File: config.mk
export PLATFORM = sky130hd
export DESIGN_NAME = cc_countdatachk
export DESIGN_NICKNAME = d
export VERILOG_FILES = /design/src/rtl/cc_sdi_pkg.sv /design/src/rtl/cc_sat_cnt.sv /design/src/rtl/cc_countdatachk.sv
export SDC_FILE = /design/constraint.sdc
export NUM_CORES = 1
export LEC_CHECK = 0
export BUFFER_PORTS_ARGS = -buffer_cell sky130_fd_sc_hd__buf_2
export CORE_MARGIN = 2
export CORE_UTILIZATION = 31
export CTS_BUF_LIST = sky130_fd_sc_hd__clkbuf_8
export CTS_CLUSTER_DIAMETER = 80
export DETAILED_ROUTE_END_ITERATION = 8
export PLACE_DENSITY_LB_ADDON = 0.12
export SLEW_MARGIN = 0
export SYNTH_ARGS = -nofsm -noshare
export SYNTH_HDL_FRONTEND = slang
export SYNTH_SLANG_ARGS = --single-unit
export TNS_END_PERCENT = 5
File: constraint.sdc
create_clock -name sdi_clk -period 2 [get_ports sdi_clk]
set_input_delay 0.2 -clock sdi_clk [delete_from_list [all_inputs] [get_ports sdi_clk]]
set_output_delay 0.2 -clock sdi_clk [all_outputs]
set_load 0.01 [all_outputs]
File: src/rtl/cc_sdi_pkg.sv
// Shared types and constants for the cell-controller SDI receive-side blocks.
package cc_sdi_pkg;

  localparam int DATA_W = 32;

  localparam logic [7:0] IDX_POS_X = 8'd0;
  localparam logic [7:0] IDX_POS_Y = 8'd1;

  typedef enum logic [1:0] {
    ST_IDLE = 2'd0,
    ST_WAIT = 2'd1,
    ST_RECV = 2'd2,
    ST_DONE = 2'd3
  } state_t;

  function automatic logic [DATA_W-1:0] seq_next(input logic [DATA_W-1:0] v);
    return v + DATA_W'(1);
  endfunction

endpackage

File: src/rtl/cc_sat_cnt.sv
// Saturating up-counter: holds at all-ones, clears on synchronous reset.
module cc_sat_cnt #(
  parameter int W = 16
) (
  input  logic         clk,
  input  logic         rst,
  input  logic         inc,
  output logic [W-1:0] q
);

  always_ff @(posedge clk) begin
    if (rst)
      q <= '0;
    else if (inc && (q != '1))
      q <= q + W'(1);
  end

endmodule

File: src/rtl/cc_countdatachk.sv
// SDI local-data burst checker: per FA trigger, extracts X/Y position and checks count sequence and length.
// CC_SEQ_CHECK_EN builds the +1 count-sequence comparator and seqErrCnt; otherwise seqErrCnt is tied to 0.
module cc_countdatachk
  import cc_sdi_pkg::*;
#(
  parameter int CNT_W = 16,
  parameter int TO_W  = 16
) (
  input  logic              sdi_clk,
  input  logic              Reset,
  input  logic              fa_evr_trig,
  input  logic [7:0]        expCount,
  input  logic [TO_W-1:0]   timeoutCycles,
  input  logic              RxDataValid,
  input  logic [DATA_W-1:0] RxCountData,
  input  logic [DATA_W-1:0] RxBpmPosData,
  output logic [DATA_W-1:0] RxPosX,
  output logic [DATA_W-1:0] RxPosY,
  output logic              PosValid,
  output logic              FrameDone,
  output logic              FrameErr,
  output logic [31:0]       frameCnt,
  output logic [CNT_W-1:0]  seqErrCnt,
  output logic [CNT_W-1:0]  lenErrCnt,
  output logic [CNT_W-1:0]  timeoutCnt,
  output logic [7:0]        lastLen,
  output logic              busy
);

  localparam logic [7:0] IDX_MAX = 8'hFF;

  state_t            state_q, state_d;
  logic [TO_W-1:0]   to_cnt_q, to_cnt_d;
  logic [7:0]        idx_q, idx_d;
  logic              err_q, err_d;
  logic [DATA_W-1:0] shadow_x_q, shadow_x_d;
  logic [DATA_W-1:0] pos_x_q, pos_x_d;
  logic [DATA_W-1:0] pos_y_q, pos_y_d;
  logic              pos_vld_q, pos_vld_d;
  logic              abort_q, abort_d;
  logic [31:0]       frame_cnt_q, frame_cnt_d;
  logic [7:0]        last_len_q, last_len_d;

  logic in_frame;
  logic accept;
  logic timeout_hit;
  logic len_bad;
  logic seq_bad;

  assign in_frame    = (state_q == ST_WAIT) || (state_q == ST_RECV);
  // A trigger inside a frame takes priority; the word in that cycle is dropped.
  assign accept      = RxDataValid && !fa_evr_trig && in_frame;
  assign timeout_hit = (state_q == ST_WAIT) && !fa_evr_trig && !RxDataValid &&
                       (to_cnt_q == timeoutCycles);
  assign len_bad     = (state_q == ST_DONE) && (expCount != 8'd0) && (idx_q != expCount);

`ifdef CC_SEQ_CHECK_EN
  logic [DATA_W-1:0] ref_q;

  assign seq_bad = accept && (state_q == ST_RECV) && (RxCountData != seq_next(ref_q));

  always_ff @(posedge sdi_clk) begin
    if (Reset)
      ref_q <= '0;
    else if (accept)
      ref_q <= RxCountData;
  end

  cc_sat_cnt #(.W(CNT_W)) u_seq_err (
    .clk (sdi_clk),
    .rst (Reset),
    .inc (seq_bad),
    .q   (seqErrCnt)
  );
`else
  logic unused_cnt;

  assign unused_cnt = ^RxCountData;
  assign seq_bad    = 1'b0;
  assign seqErrCnt  = '0;
`endif

  always_comb begin
    state_d     = state_q;
    to_cnt_d    = to_cnt_q;
    idx_d       = idx_q;
    err_d       = err_q;
    shadow_x_d  = shadow_x_q;
    pos_x_d     = pos_x_q;
    pos_y_d     = pos_y_q;
    pos_vld_d   = 1'b0;
    abort_d     = 1'b0;
    frame_cnt_d = frame_cnt_q;
    last_len_d  = last_len_q;

    case (state_q)
      ST_WAIT: begin
        if (accept) begin
          state_d    = ST_RECV;
          idx_d      = IDX_POS_X + 8'd1;
          shadow_x_d = RxBpmPosData;
        end else if (timeout_hit) begin
          state_d = ST_DONE;
          err_d   = 1'b1;
        end else begin
          to_cnt_d = to_cnt_q + TO_W'(1);
        end
      end
      ST_RECV: begin
        if (accept) begin
          if (idx_q != IDX_MAX)
            idx_d = idx_q + 8'd1;
          if (idx_q == IDX_POS_Y) begin
            pos_x_d   = shadow_x_q;
            pos_y_d   = RxBpmPosData;
            pos_vld_d = 1'b1;
          end
          if (seq_bad)
            err_d = 1'b1;
        end else begin
          state_d = ST_DONE;
        end
      end
      ST_DONE: begin
        last_len_d  = idx_q;
        frame_cnt_d = frame_cnt_q + 32'd1;
        state_d     = ST_IDLE;
      end
      default: state_d = ST_IDLE;
    endcase

    // Any trigger starts a fresh frame in WAIT; inside WAIT/RECV it also aborts the current one.
    if (fa_evr_trig) begin
      state_d  = ST_WAIT;
      to_cnt_d = '0;
      idx_d    = '0;
      err_d    = 1'b0;
      abort_d  = in_frame;
    end
  end

  always_ff @(posedge sdi_clk) begin
    if (Reset) begin
      state_q     <= ST_IDLE;
      to_cnt_q    <= '0;
      idx_q       <= '0;
      err_q       <= 1'b0;
      shadow_x_q  <= '0;
      pos_x_q     <= '0;
      pos_y_q     <= '0;
      pos_vld_q   <= 1'b0;
      abort_q     <= 1'b0;
      frame_cnt_q <= '0;
      last_len_q  <= '0;
    end else begin
      state_q     <= state_d;
      to_cnt_q    <= to_cnt_d;
      idx_q       <= idx_d;
      err_q       <= err_d;
      shadow_x_q  <= shadow_x_d;
      pos_x_q     <= pos_x_d;
      pos_y_q     <= pos_y_d;
      pos_vld_q   <= pos_vld_d;
      abort_q     <= abort_d;
      frame_cnt_q <= frame_cnt_d;
      last_len_q  <= last_len_d;
    end
  end

  cc_sat_cnt #(.W(CNT_W)) u_len_err (
    .clk (sdi_clk),
    .rst (Reset),
    .inc (len_bad || (fa_evr_trig && in_frame)),
    .q   (lenErrCnt)
  );

  cc_sat_cnt #(.W(CNT_W)) u_timeout (
    .clk (sdi_clk),
    .rst (Reset),
    .inc (timeout_hit),
    .q   (timeoutCnt)
  );

  assign RxPosX    = pos_x_q;
  assign RxPosY    = pos_y_q;
  assign PosValid  = pos_vld_q;
  assign FrameDone = (state_q == ST_DONE) || abort_q;
  assign FrameErr  = ((state_q == ST_DONE) && (err_q || len_bad)) || abort_q;
  assign frameCnt  = frame_cnt_q;
  assign lastLen   = last_len_q;
  assign busy      = (state_q != ST_IDLE);

endmodule

==> flow_summary.json, run 1 <==
{
  "grt_max_degree": 116,
  "worst_r2r_path_depth": 9,
  "min_path_cells": 2,
  "pwr-share-clk_pct": 38.2,
  "path_clk_slew_ps": 110,
  "synth_ff_type": "dfxtp_1",
  "cts_buffers": 17,
  "overflow": 0,
  "setup_slack_ps": 44.3,
  "yosys.area.top_type": "dfxtp_1",
  "syn_inst": 1026,
  "status": "finished clean",
  "worst_pin_slew_ps": 548,
  "start_kind": "flop",
  "post_drt_via_cell_ratio": 4.68,
  "drive_gt1_share_pct": 30.5,
  "worstPathRequired_ps": 1800,
  "die-area_um2": 28700,
  "start_util_pct": 31.6,
  "synth.most_common_cell": "nand2_1",
  "cts_sinks": 197,
  "synthTopCellsByArea": "dfxtp_1 (47%), nand2_1 (10%), a21oi_1 (7.3%), xnor2_1 (4.9%), nor2_1 (4.2%)",
  "cp_max_fo": 7,
  "whs_ps": 86.4,
  "antenna_left": 0,
  "post-place-ws_ps": -116,
  "insertion_delay_ps": 470,
  "path_buf_inv": 2,
  "io_buffers": 199,
  "slew_headroom_pct": 63.5,
  "crit_path_top_delay_cell": "dfxtp_4",
  "antenna_found_initial": 0,
  "stdcell_area_um2": 11500,
  "nNetsFinal": 1427,
  "grt_pass1_vias": 7529,
  "avgSynthCellArea_um2": 8.27,
  "cp_num_cells": 6,
  "vias": 7866,
  "vdd_drop_max_mv": 0.455,
  "htree_levels": 4,
  "place.gp.congestion": 0.802,
  "slowest_delay_ps": 390,
  "ioPinCount": 248,
  "die_y_um": 169,
  "clock_skew_ps": 23.0,
  "grt_pass1_wl_um": 38700,
  "first_iter_violations": 394,
  "path_cells": "xnor2_1 > nand4_1 > o211ai_1 > buf_4 > nand2_1 > buf_2",
  "crit_arrival_ps": 1760,
  "placed_cell_area_um2": 10500,
  "synth_top_cells_by_count": "nand2_1 (230), dfxtp_1 (197), a21oi_1 (123)",
  "max_freq_mhz": 511,
  "comb_power_share_pct": 6.0,
  "std_cell_rows": 60,
  "core_um2": 26900,
  "drc": 0,
  "num_antenna_cells": 0,
  "min_path_type": "input pin to flop",
  "synth.top_cell.area_share_pct": 46.5,
  "finalMaxSlewViolations": 0,
  "seq_power_share_pct": 55.8,
  "crit_family": "flip-flops",
  "p_switching_mw": 1.88,
  "wirelength_um": 24200,
  "cellPowerDensity_nw_per_um2": 616,
  "fin_crit_sh_pct": 97.8,
  "critPathKind": "flop to output port",
  "hold_viol": 0,
  "area_delta_synth_final_pct": 35.3,
  "die_x_um": 169,
  "synth-seq-area-share_pct": 46.5,
  "dp_hpwl_um": 16800,
  "postSynth.asyncResetShare_pct": 0,
  "critPathCaptureType": "output port",
  "clk_path_buf_depth": 2,
  "synth_seq_cells": 197,
  "yosys_warnings": 0,
  "rsz0062_at_grt": "yes",
  "cts_tree": "yes",
  "synthesis.area_um2": 8480,
  "drv_cap": 0,
  "min_period_ps": 1960,
  "synthDistinctLibCells": 53,
  "leakage_nw": 4.76,
  "dr.pass1.iters": 4,
  "root_buffer": "clkbuf_8",
  "synth_edf_count": 0,
  "track_usage_pct": 16.7,
  "swShare_pct": 26.6,
  "wl_per_cell_um": 14.4,
  "setup_viol": 0,
  "intPower_mw": 5.20
}
[power groups by stage]
| stage | Clock [mW] | Sequential [mW] | Combinational (mW) |
|---|---|---|---|
| detailed placement | 0 | 4.04 | 0.361 |
| floorplan | 0 | 4.04 | 0.199 |
| global placement | 0 | 4.03 | 0.359 |
| finish | 2.71 | 3.95 | 0.425 |
| global route | 3.00 | 3.95 | 0.468 |
| CTS | 2.85 | 3.95 | 0.412 |
[cell families (layout without fill, tap and decap cells)]
| logic type | after synthesis | in the layout | share of synthesized area, % |
|---|---|---|---|
| AND/OR/NAND/NOR | 464 | 464 | 25.1 |
| flip-flops | 197 | 197 | 46.5 |
| AO/OA/AOI/OAI | 174 | 174 | 11.6 |
| buffers and inverters | 85 | 382 | 4.78 |
| XOR/XNOR | 73 | 73 | 7.63 |
| multiplexers | 22 | 22 | 2.80 |
| adder cells (fa/ha/maj) | 10 | 10 | 1.48 |
| other | 1 | 16 | 0.0442 |
[layout make-up]
class	count	area (µm²)
clock buffer	17	234
clock inverter	15	181
fill	2783	15400
inverter	13	51.3
multi-input combinational	759	4360
sequential	197	3980
tap	341	427
timing repair buffer	337	2250
[layout by cell type, fill, tap and decap left out, types with 4 or more instances in the layout]
cell type      Yosys  layout
buf_2              6     198
a31oi_1            5       5
a311oi_1           4       4
nand3_1           26      24
inv_8              0       4
a21oi_1          123     117
xnor2_2            1       6
inv_1             13      11
buf_4             17      93
mux2i_1           11      11
nand2_1          230     230
a211oi_1           8       6
nor2_1            95      95
and4_1            12      10
a21oi_2            0       6
nand4_1           25      25
ha_1              10       6
o21ai_0           13      12
mux2_1             8       7
clkbuf_8           0      17
nand3b_1           6       6
buf_6              2       5
or4_1              5       5
and2_4             0       4
xor2_1            25      25
dfxtp_1          197     175
nor2b_1           12      12
dlygate4sd3_1      0      32
or3_1              8       8
o31ai_1            4       4
dfxtp_2            0      20
conb_1             1      16
a31o_2             4       4
xnor2_1           47      42
and3_1            17      16
buf_12             0       7
[state kept, by name, indices dropped and copies added, names as in the netlist]
| signal | flops |
|---|---|
| idx_q | 8 |
| shadow_x_q | 32 |
| RxPosX | 32 |
| PosValid | 1 |
| err_q | 1 |
| state_q | 2 |
| u_timeout.q | 16 |
| abort_q | 1 |
| u_len_err.q | 16 |
| to_cnt_q | 16 |
| RxPosY | 32 |
| frameCnt | 32 |
| lastLen | 8 |
[metrics by stage]
step                      util [%]  std cells  power, mW  TNS, ps
after floorplan                  -       1041       4.24    -4190
after global placement        39.0       1611       4.39     -359
after detailed placement      39.0       1611       4.40    -1650
after CTS                     41.9       1676       7.21    -48.4
after global routing          42.7       1679       7.42     -614
final                         42.7       1679       7.08        0
[path summary, 6_finish.rpt]
kind / endpoint / from / slack [ps]
worst max-delay path: FrameErr / idx_q[0]$_SDFFE_PP0P_ / 40
worst max register to register: to_cnt_q[10]$_SDFFE_PP0P_ / state_q[1]$_SDFFE_PP0P_ / 50
worst min register to register: RxPosX[4]$_SDFFE_PP0P_ / shadow_x_q[4]$_SDFFE_PP0P_ / 450
worst min-delay path: u_len_err.q[0]$_SDFFE_PP0P_ / Reset / 90
[metal layers]
layer	track usage (%)	vias to the layer above	share of wire [%]
met5	0	-	0
met4	3.12	0	0.61
met3	3.92	10	4.2
met2	27.1	171	46
met1	22.9	3661	49
li1	-	4024	-
[worst reg2reg max path, stage by stage, from the launching register on]
cell	delay [ps]
dfxtp_2	380
inv_4	60
ha_4	160
nand3_2	90
nor4_4	70
buf_6	140
and2_4	170
buf_4	160
or4_1	530
a21oi_2	150
[repair_timing]
action                     4_1_cts  5_1_grt
buffers inserted                 1        2
gates cloned                     0        1
resized for setup               14       51
hold buffers                    32        0
hold endpoints to repair        64        0
setup endpoints to repair       58      106
pin swaps                        2       25
No activity file was read; power rests on OpenSTA's default activity.
==> run 2, diff against run 1 <==
--- a/config.mk
+++ b/config.mk
@@ -11,7 +11,7 @@
 export CTS_BUF_LIST = sky130_fd_sc_hd__clkbuf_8
 export CTS_CLUSTER_DIAMETER = 80
 export DETAILED_ROUTE_END_ITERATION = 8
-export PLACE_DENSITY_LB_ADDON = 0.12
+export HOLD_SLACK_MARGIN = 0.1
 export SLEW_MARGIN = 0
 export SYNTH_ARGS = -nofsm -noshare
 export SYNTH_HDL_FRONTEND = slang
==> run 2 against run 1 <==
Against the previous run:
- the flow now finishes with violations (setup timing)
- sequential share of layout area shrank 0.62 points
- maximum frequency shrank 5.9%
- core utilization grew 0.66 points
- largest power group unchanged
==> flow_summary.json, run 2 (same netlist as run 1, synthesis figures left out) <==
{
  "status": "complete, but fails checks",
  "failed_checks": "setup timing",
  "fin_crit_sh_pct": 104,
  "cp_max_fo": 7,
  "setup_slack_ps": -77.8,
  "place.gp.congestion": 0.833,
  "slew_headroom_pct": 55.2,
  "leakage_nw": 4.79,
  "min_from": "RxDataValid",
  "root_buffer": "clkbuf_8",
  "final_common_cell": "nand2_1",
  "start_kind": "flop",
  "hold_viol": 0,
  "r2r-start": "to_cnt_q[7]$_SDFFE_PP0P_",
  "nNetsFinal": 1435,
  "path_cells": "xnor2_1 > nand4_1 > nor4_4 > buf_4 > nand2_4 > buf_6 > or4_1 > nand2_1",
  "dp_hpwl_um": 16800,
  "drc": 0,
  "grt_pass1_vias": 7893,
  "std_cell_rows": 60,
  "die_y_um": 169,
  "rr_endpoint": "u_timeout.q[5]$_SDFFE_PP0P_",
  "min_path_type": "input pin to flop",
  "vdd_drop_max_mv": 0.375,
  "worst_pin_slew_ps": 673,
  "ff2ff_setup_slack_ps": -80,
  "drv_cap": 0,
  "rsz0062_at_grt": "yes",
  "crit_path_top_delay_cell": "nor4_4",
  "setup_viol": 10,
  "fillers": 2726,
  "min_period_ps": 2080,
  "core_um2": 26900,
  "track_usage_pct": 16.9,
  "worst_r2r_path_depth": 8,
  "dr.pass1.iters": 4,
  "cts_sinks": 197,
  "path_clk_slew_ps": 110,
  "post-place-ws_ps": -135,
  "whs_ps": 324,
  "finalMaxSlewViolations": 0,
  "mostFrequentLayoutCells": "nand2_1 (229), buf_2 (198), dfxtp_1 (184)",
  "die-area_um2": 28700,
  "insertion_delay_ps": 460,
  "clock_skew_ps": 17.3,
  "cts_buffers": 17,
  "start_util_pct": 31.6,
  "post_drt_via_cell_ratio": 4.78,
  "critPathCaptureType": "flop",
  "area_delta_synth_final_pct": 37.4,
  "clk_path_buf_depth": 2,
  "overflow": 0,
  "slowest_delay_ps": 410,
  "cts_tree": "yes",
  "max_freq_mhz": 481,
  "wirelength_um": 24500,
  "io_buffers": 199,
  "die_x_um": 169,
  "min_to": "state_q[0]$_SDFFE_PP0P_",
  "wl_per_cell_um": 14.5,
  "first_iter_violations": 574,
  "antenna_found_initial": 2,
  "cellPowerDensity_nw_per_um2": 620,
  "antenna_left": 0,
  "drive_gt1_share_pct": 32.2,
  "ioPinCount": 248,
  "htree_levels": 4,
  "min_path_cells": 4,
  "grt_max_degree": 60,
  "vias": 8076,
  "crit_arrival_ps": 2500,
  "setup_tns_ps": -285,
  "worstPathRequired_ps": 2420,
  "grt_pass1_wl_um": 39400,
  "critPathKind": "flop to flop"
}
[run 2: changes by cell type in the layout (fill, tap and decap cells not counted), sizes merged]
cell         change
buf              +7
bufinv           +1
clkinv           -3
clkinvlp         +2
diode            +1
dlygate4sd3      +2
inv              -1
[run 2: worst max-delay path, delay by kind of cell (launching register included)]
kind                   cells  cell delay (ps)
buffers and inverters      2              310
flip-flops                 1              330
AND/OR/NAND/NOR            5             1150
XOR/XNOR                   1              230
[run 2: what timing repair did]
item	CTS	global route
pin swaps	6	21
gates resized for setup	17	71
hold endpoints to repair	82	0
endpoints found under the setup margin	73	104
setup buffers	2	8
hold buffers	34	0
[run 2: report_power, final]
group / switching [mW] / internal, mW / leakage, nW / total (mW)
combinational: 0.243 / 0.194 / 2.98 / 0.437
sequential: 0.0109 / 3.93 / 1.59 / 3.95
clock: 1.63 / 1.21 / 0.212 / 2.84
[run 2: cell type report]
cell class / instances / area, µm² / share of cell area [%]
multi-input combinational: 759 / 4520 / 38.7
sequential: 197 / 3970 / 34.0
timing repair buffer: 345 / 2260 / 19.4
tap: 341 / 427 / 3.66
clock buffer: 18 / 248 / 2.13
clock inverter: 14 / 185 / 1.59
inverter: 13 / 51.3 / 0.440
antenna: 1 / 2.50 / 0.0215
[run 2: per-layer routing]
metal / global-route usage (%) / vias up / part of all wire, %
li1: - / 4042 / -
met4: 4.68 / 0 / 1.4
met1: 20.7 / 3824 / 44
met5: 0 / - / 0
met2: 29.1 / 184 / 49
met3: 4.73 / 26 / 6.2
[run 2: worst max path at each step]
stage	startpoint	depth (start not counted)	slack [ps]	to
after floorplan	state_q[0]$_SDFFE_PP0P_	9	-70	RxPosY[16]$_SDFFE_PP0P_
after global placement	to_cnt_q[13]$_SDFFE_PP0P_	6	-130	u_timeout.q[9]$_SDFFE_PP0P_
after detailed placement	state_q[0]$_SDFFE_PP0P_	7	-140	to_cnt_q[10]$_SDFFE_PP0P_
after CTS	to_cnt_q[9]$_SDFFE_PP0P_	8	-60	to_cnt_q[13]$_SDFFE_PP0P_
after global routing	to_cnt_q[7]$_SDFFE_PP0P_	8	-190	u_timeout.q[5]$_SDFFE_PP0P_
final	to_cnt_q[7]$_SDFFE_PP0P_	8	-80	u_timeout.q[5]$_SDFFE_PP0P_
[run 2: through the flow]
stage,area (µm²),utilization [%],total power [mW],instances
after floorplan,8550,-,4.24,1041
after detailed placement,10500,38.9,4.39,1612
after global routing,11700,43.4,7.53,1688
after CTS,11300,42.0,7.30,1680
final,11700,43.4,7.22,1688
after global placement,10500,38.9,4.38,1612
==> run 3, diff against run 2 <==
--- a/config.mk
+++ b/config.mk
@@ -8,7 +8,7 @@
 export BUFFER_PORTS_ARGS = -buffer_cell sky130_fd_sc_hd__buf_2
 export CORE_MARGIN = 2
 export CORE_UTILIZATION = 31
-export CTS_BUF_LIST = sky130_fd_sc_hd__clkbuf_8
+export CTS_BUF_LIST = sky130_fd_sc_hd__clkbuf_4
 export CTS_CLUSTER_DIAMETER = 80
 export DETAILED_ROUTE_END_ITERATION = 8
 export HOLD_SLACK_MARGIN = 0.1
==> run 3 against run 2 <==
Against the previous run:
- the run still ends with setup timing left
- critical path depth stayed put
- first-iteration DRC count is 12% lower
- largest cell class unchanged
- hold slack worse by 130 ps
- critical endpoint unchanged
- register-to-register slack hardly changed
- total power is 6.1% lower
- clock skew is 4.2 ps higher
- via count hardly changed
- core utilization is 0.40 points lower
- critical path type unchanged
- count of clock-buffer cells in the layout is 1 lower
==> flow_summary.json, run 3 (same netlist as run 1, synthesis figures left out) <==
{
  "status": "complete, but fails checks",
  "failed_checks": "setup timing",
  "numPlacedInstances": 1612,
  "insertion_delay_ps": 580,
  "placed_cell_area_um2": 10500,
  "post_drt_via_cell_ratio": 4.79,
  "fin_util_pct": 43.0,
  "clock_skew_ps": 21.5,
  "start_kind": "flop",
  "ioPinCount": 248,
  "dr.pass1.iters": 7,
  "place.gp.congestion": 0.833,
  "area_delta_synth_final_pct": 36.1,
  "min_period_ps": 2080,
  "dp_hpwl_um": 16800,
  "total_power_mw": 6.78,
  "die_y_um": 169,
  "cts_buffers": 17,
  "fin_cells": 1689,
  "setup_slack_ps": -77.4,
  "grt_pass1_vias": 7923,
  "fin_crit_sh_pct": 104,
  "core_um2": 26900,
  "fillers": 2733,
  "die-area_um2": 28700,
  "drive_gt1_share_pct": 32.3,
  "start_util_pct": 31.6,
  "io_buffers": 199,
  "die_x_um": 169,
  "cts_tree": "yes",
  "cp_max_fo": 7,
  "root_buffer": "clkbuf_4",
  "drv_cap": 0,
  "min_path_cells": 4,
  "whs_ps": 198,
  "hold_viol": 0,
  "path_clk_slew_ps": 190,
  "antenna_found_initial": 3,
  "grt_pass1_wl_um": 39500,
  "vdd_drop_max_mv": 0.308,
  "wl_per_cell_um": 14.6,
  "worst_pin_slew_ps": 670,
  "track_usage_pct": 17.0,
  "crit_arrival_ps": 2620,
  "worst_r2r_path_depth": 8,
  "leakage_nw": 4.74,
  "nNetsFinal": 1435,
  "min_path_type": "input pin to flop",
  "overflow": 0,
  "final_common_cell": "nand2_1",
  "drc": 0,
  "std_cell_rows": 60,
  "vias": 8084,
  "clk_path_buf_depth": 2,
  "cellPowerDensity_nw_per_um2": 587,
  "wirelength_um": 24600,
  "finalMaxSlewViolations": 0,
  "max_freq_mhz": 481,
  "antenna_left": 0,
  "setup_viol": 9,
  "htree_levels": 4,
  "cts_sinks": 197,
  "critPathKind": "flop to flop",
  "rsz0062_at_grt": "yes",
  "worstPathRequired_ps": 2540,
  "critPathCaptureType": "flop",
  "mostFrequentLayoutCells": "nand2_1 (228), buf_2 (197), dfxtp_1 (181)",
  "grt_max_degree": 60,
  "first_iter_violations": 507,
  "stdcell_area_um2": 11500,
  "slew_headroom_pct": 55.4
}
-- run 3: changes by cell type in the layout (fill, tap and decap cells not counted), moves of 2 or more --
| cell | previous run | this run |
|---|---|---|
| a21oi_2 | 17 | 15 |
| dfxtp_1 | 184 | 181 |
| buf_4 | 103 | 101 |
| clkbuf_4 | 0 | 17 |
| a211oi_2 | 2 | 4 |
| buf_6 | 5 | 8 |
| clkbuf_8 | 18 | 0 |
| dfxtp_4 | 2 | 4 |
| a21oi_1 | 106 | 108 |
-- run 3: what timing repair did --
action	4_1_cts	5_1_grt
buffers inserted	5	4
endpoints found under the hold margin	99	0
pin swaps	12	28
endpoints found under the setup margin	79	91
gates resized for setup	31	63
hold buffers	34	0
-- run 3: worst paths after layout --
| kind | from | endpoint | slack [ps] |
|---|---|---|---|
| max reg2reg | to_cnt_q[7]$_SDFFE_PP0P_ | u_timeout.q[5]$_SDFFE_PP0P_ | -80 |
| min | RxDataValid | state_q[0]$_SDFFE_PP0P_ | 200 |
| max | to_cnt_q[7]$_SDFFE_PP0P_ | u_timeout.q[5]$_SDFFE_PP0P_ | -80 |
| min reg2reg | shadow_x_q[10]$_SDFFE_PP0P_ | RxPosX[10]$_SDFFE_PP0P_ | 450 |
-- run 3: per-layer routing --
layer,vias up,part of all wire (%),GRT usage [%]
li1,4050,-,-
met1,3818,44,20.7
met3,24,6.4,4.87
met2,192,48,29.1
met5,-,0,0
met4,0,1.3,4.68
-- run 3: layout make-up --
cell class | count | area, µm² | area share, %
Antenna cell | 2 | 5.00 | 0.0433
Clock buffer | 17 | 128 | 1.11
Clock inverter | 15 | 189 | 1.64
Inverter | 13 | 51.3 | 0.444
Multi-Input combinational cell | 759 | 4500 | 39.0
Sequential cell | 197 | 3970 | 34.4
Tap cell | 341 | 427 | 3.70
Timing Repair Buffer | 345 | 2270 | 19.7
-- run 3: where the power goes --
group | leakage [nW] | total (mW) | internal (mW) | switching [mW]
logic | 2.98 | 0.441 | 0.198 | 0.244
registers | 1.60 | 3.95 | 3.94 | 0.0111
clock network | 0.163 | 2.39 | 0.803 | 1.58
total | 4.74 | 6.78 | 4.94 | 1.84
-- run 3: critical path, stage by stage, from the launching register on --
cell	delay, ps
dfxtp_1	350
xnor2_1	230
nand4_1	220
nor4_4	400
buf_4	190
nand2_4	70
buf_6	130
or4_1	390
nand2_1	70
-- run 3: metrics by stage --
stage,setup WS (ps),setup TNS (ps)
6_report,-77.4,-325
3_5_place_dp,-135,-1490
4_1_cts,-62.5,-262
2_1_floorplan,-67.6,-4190
5_1_grt,-204,-4360
3_3_place_gp,-125,-712
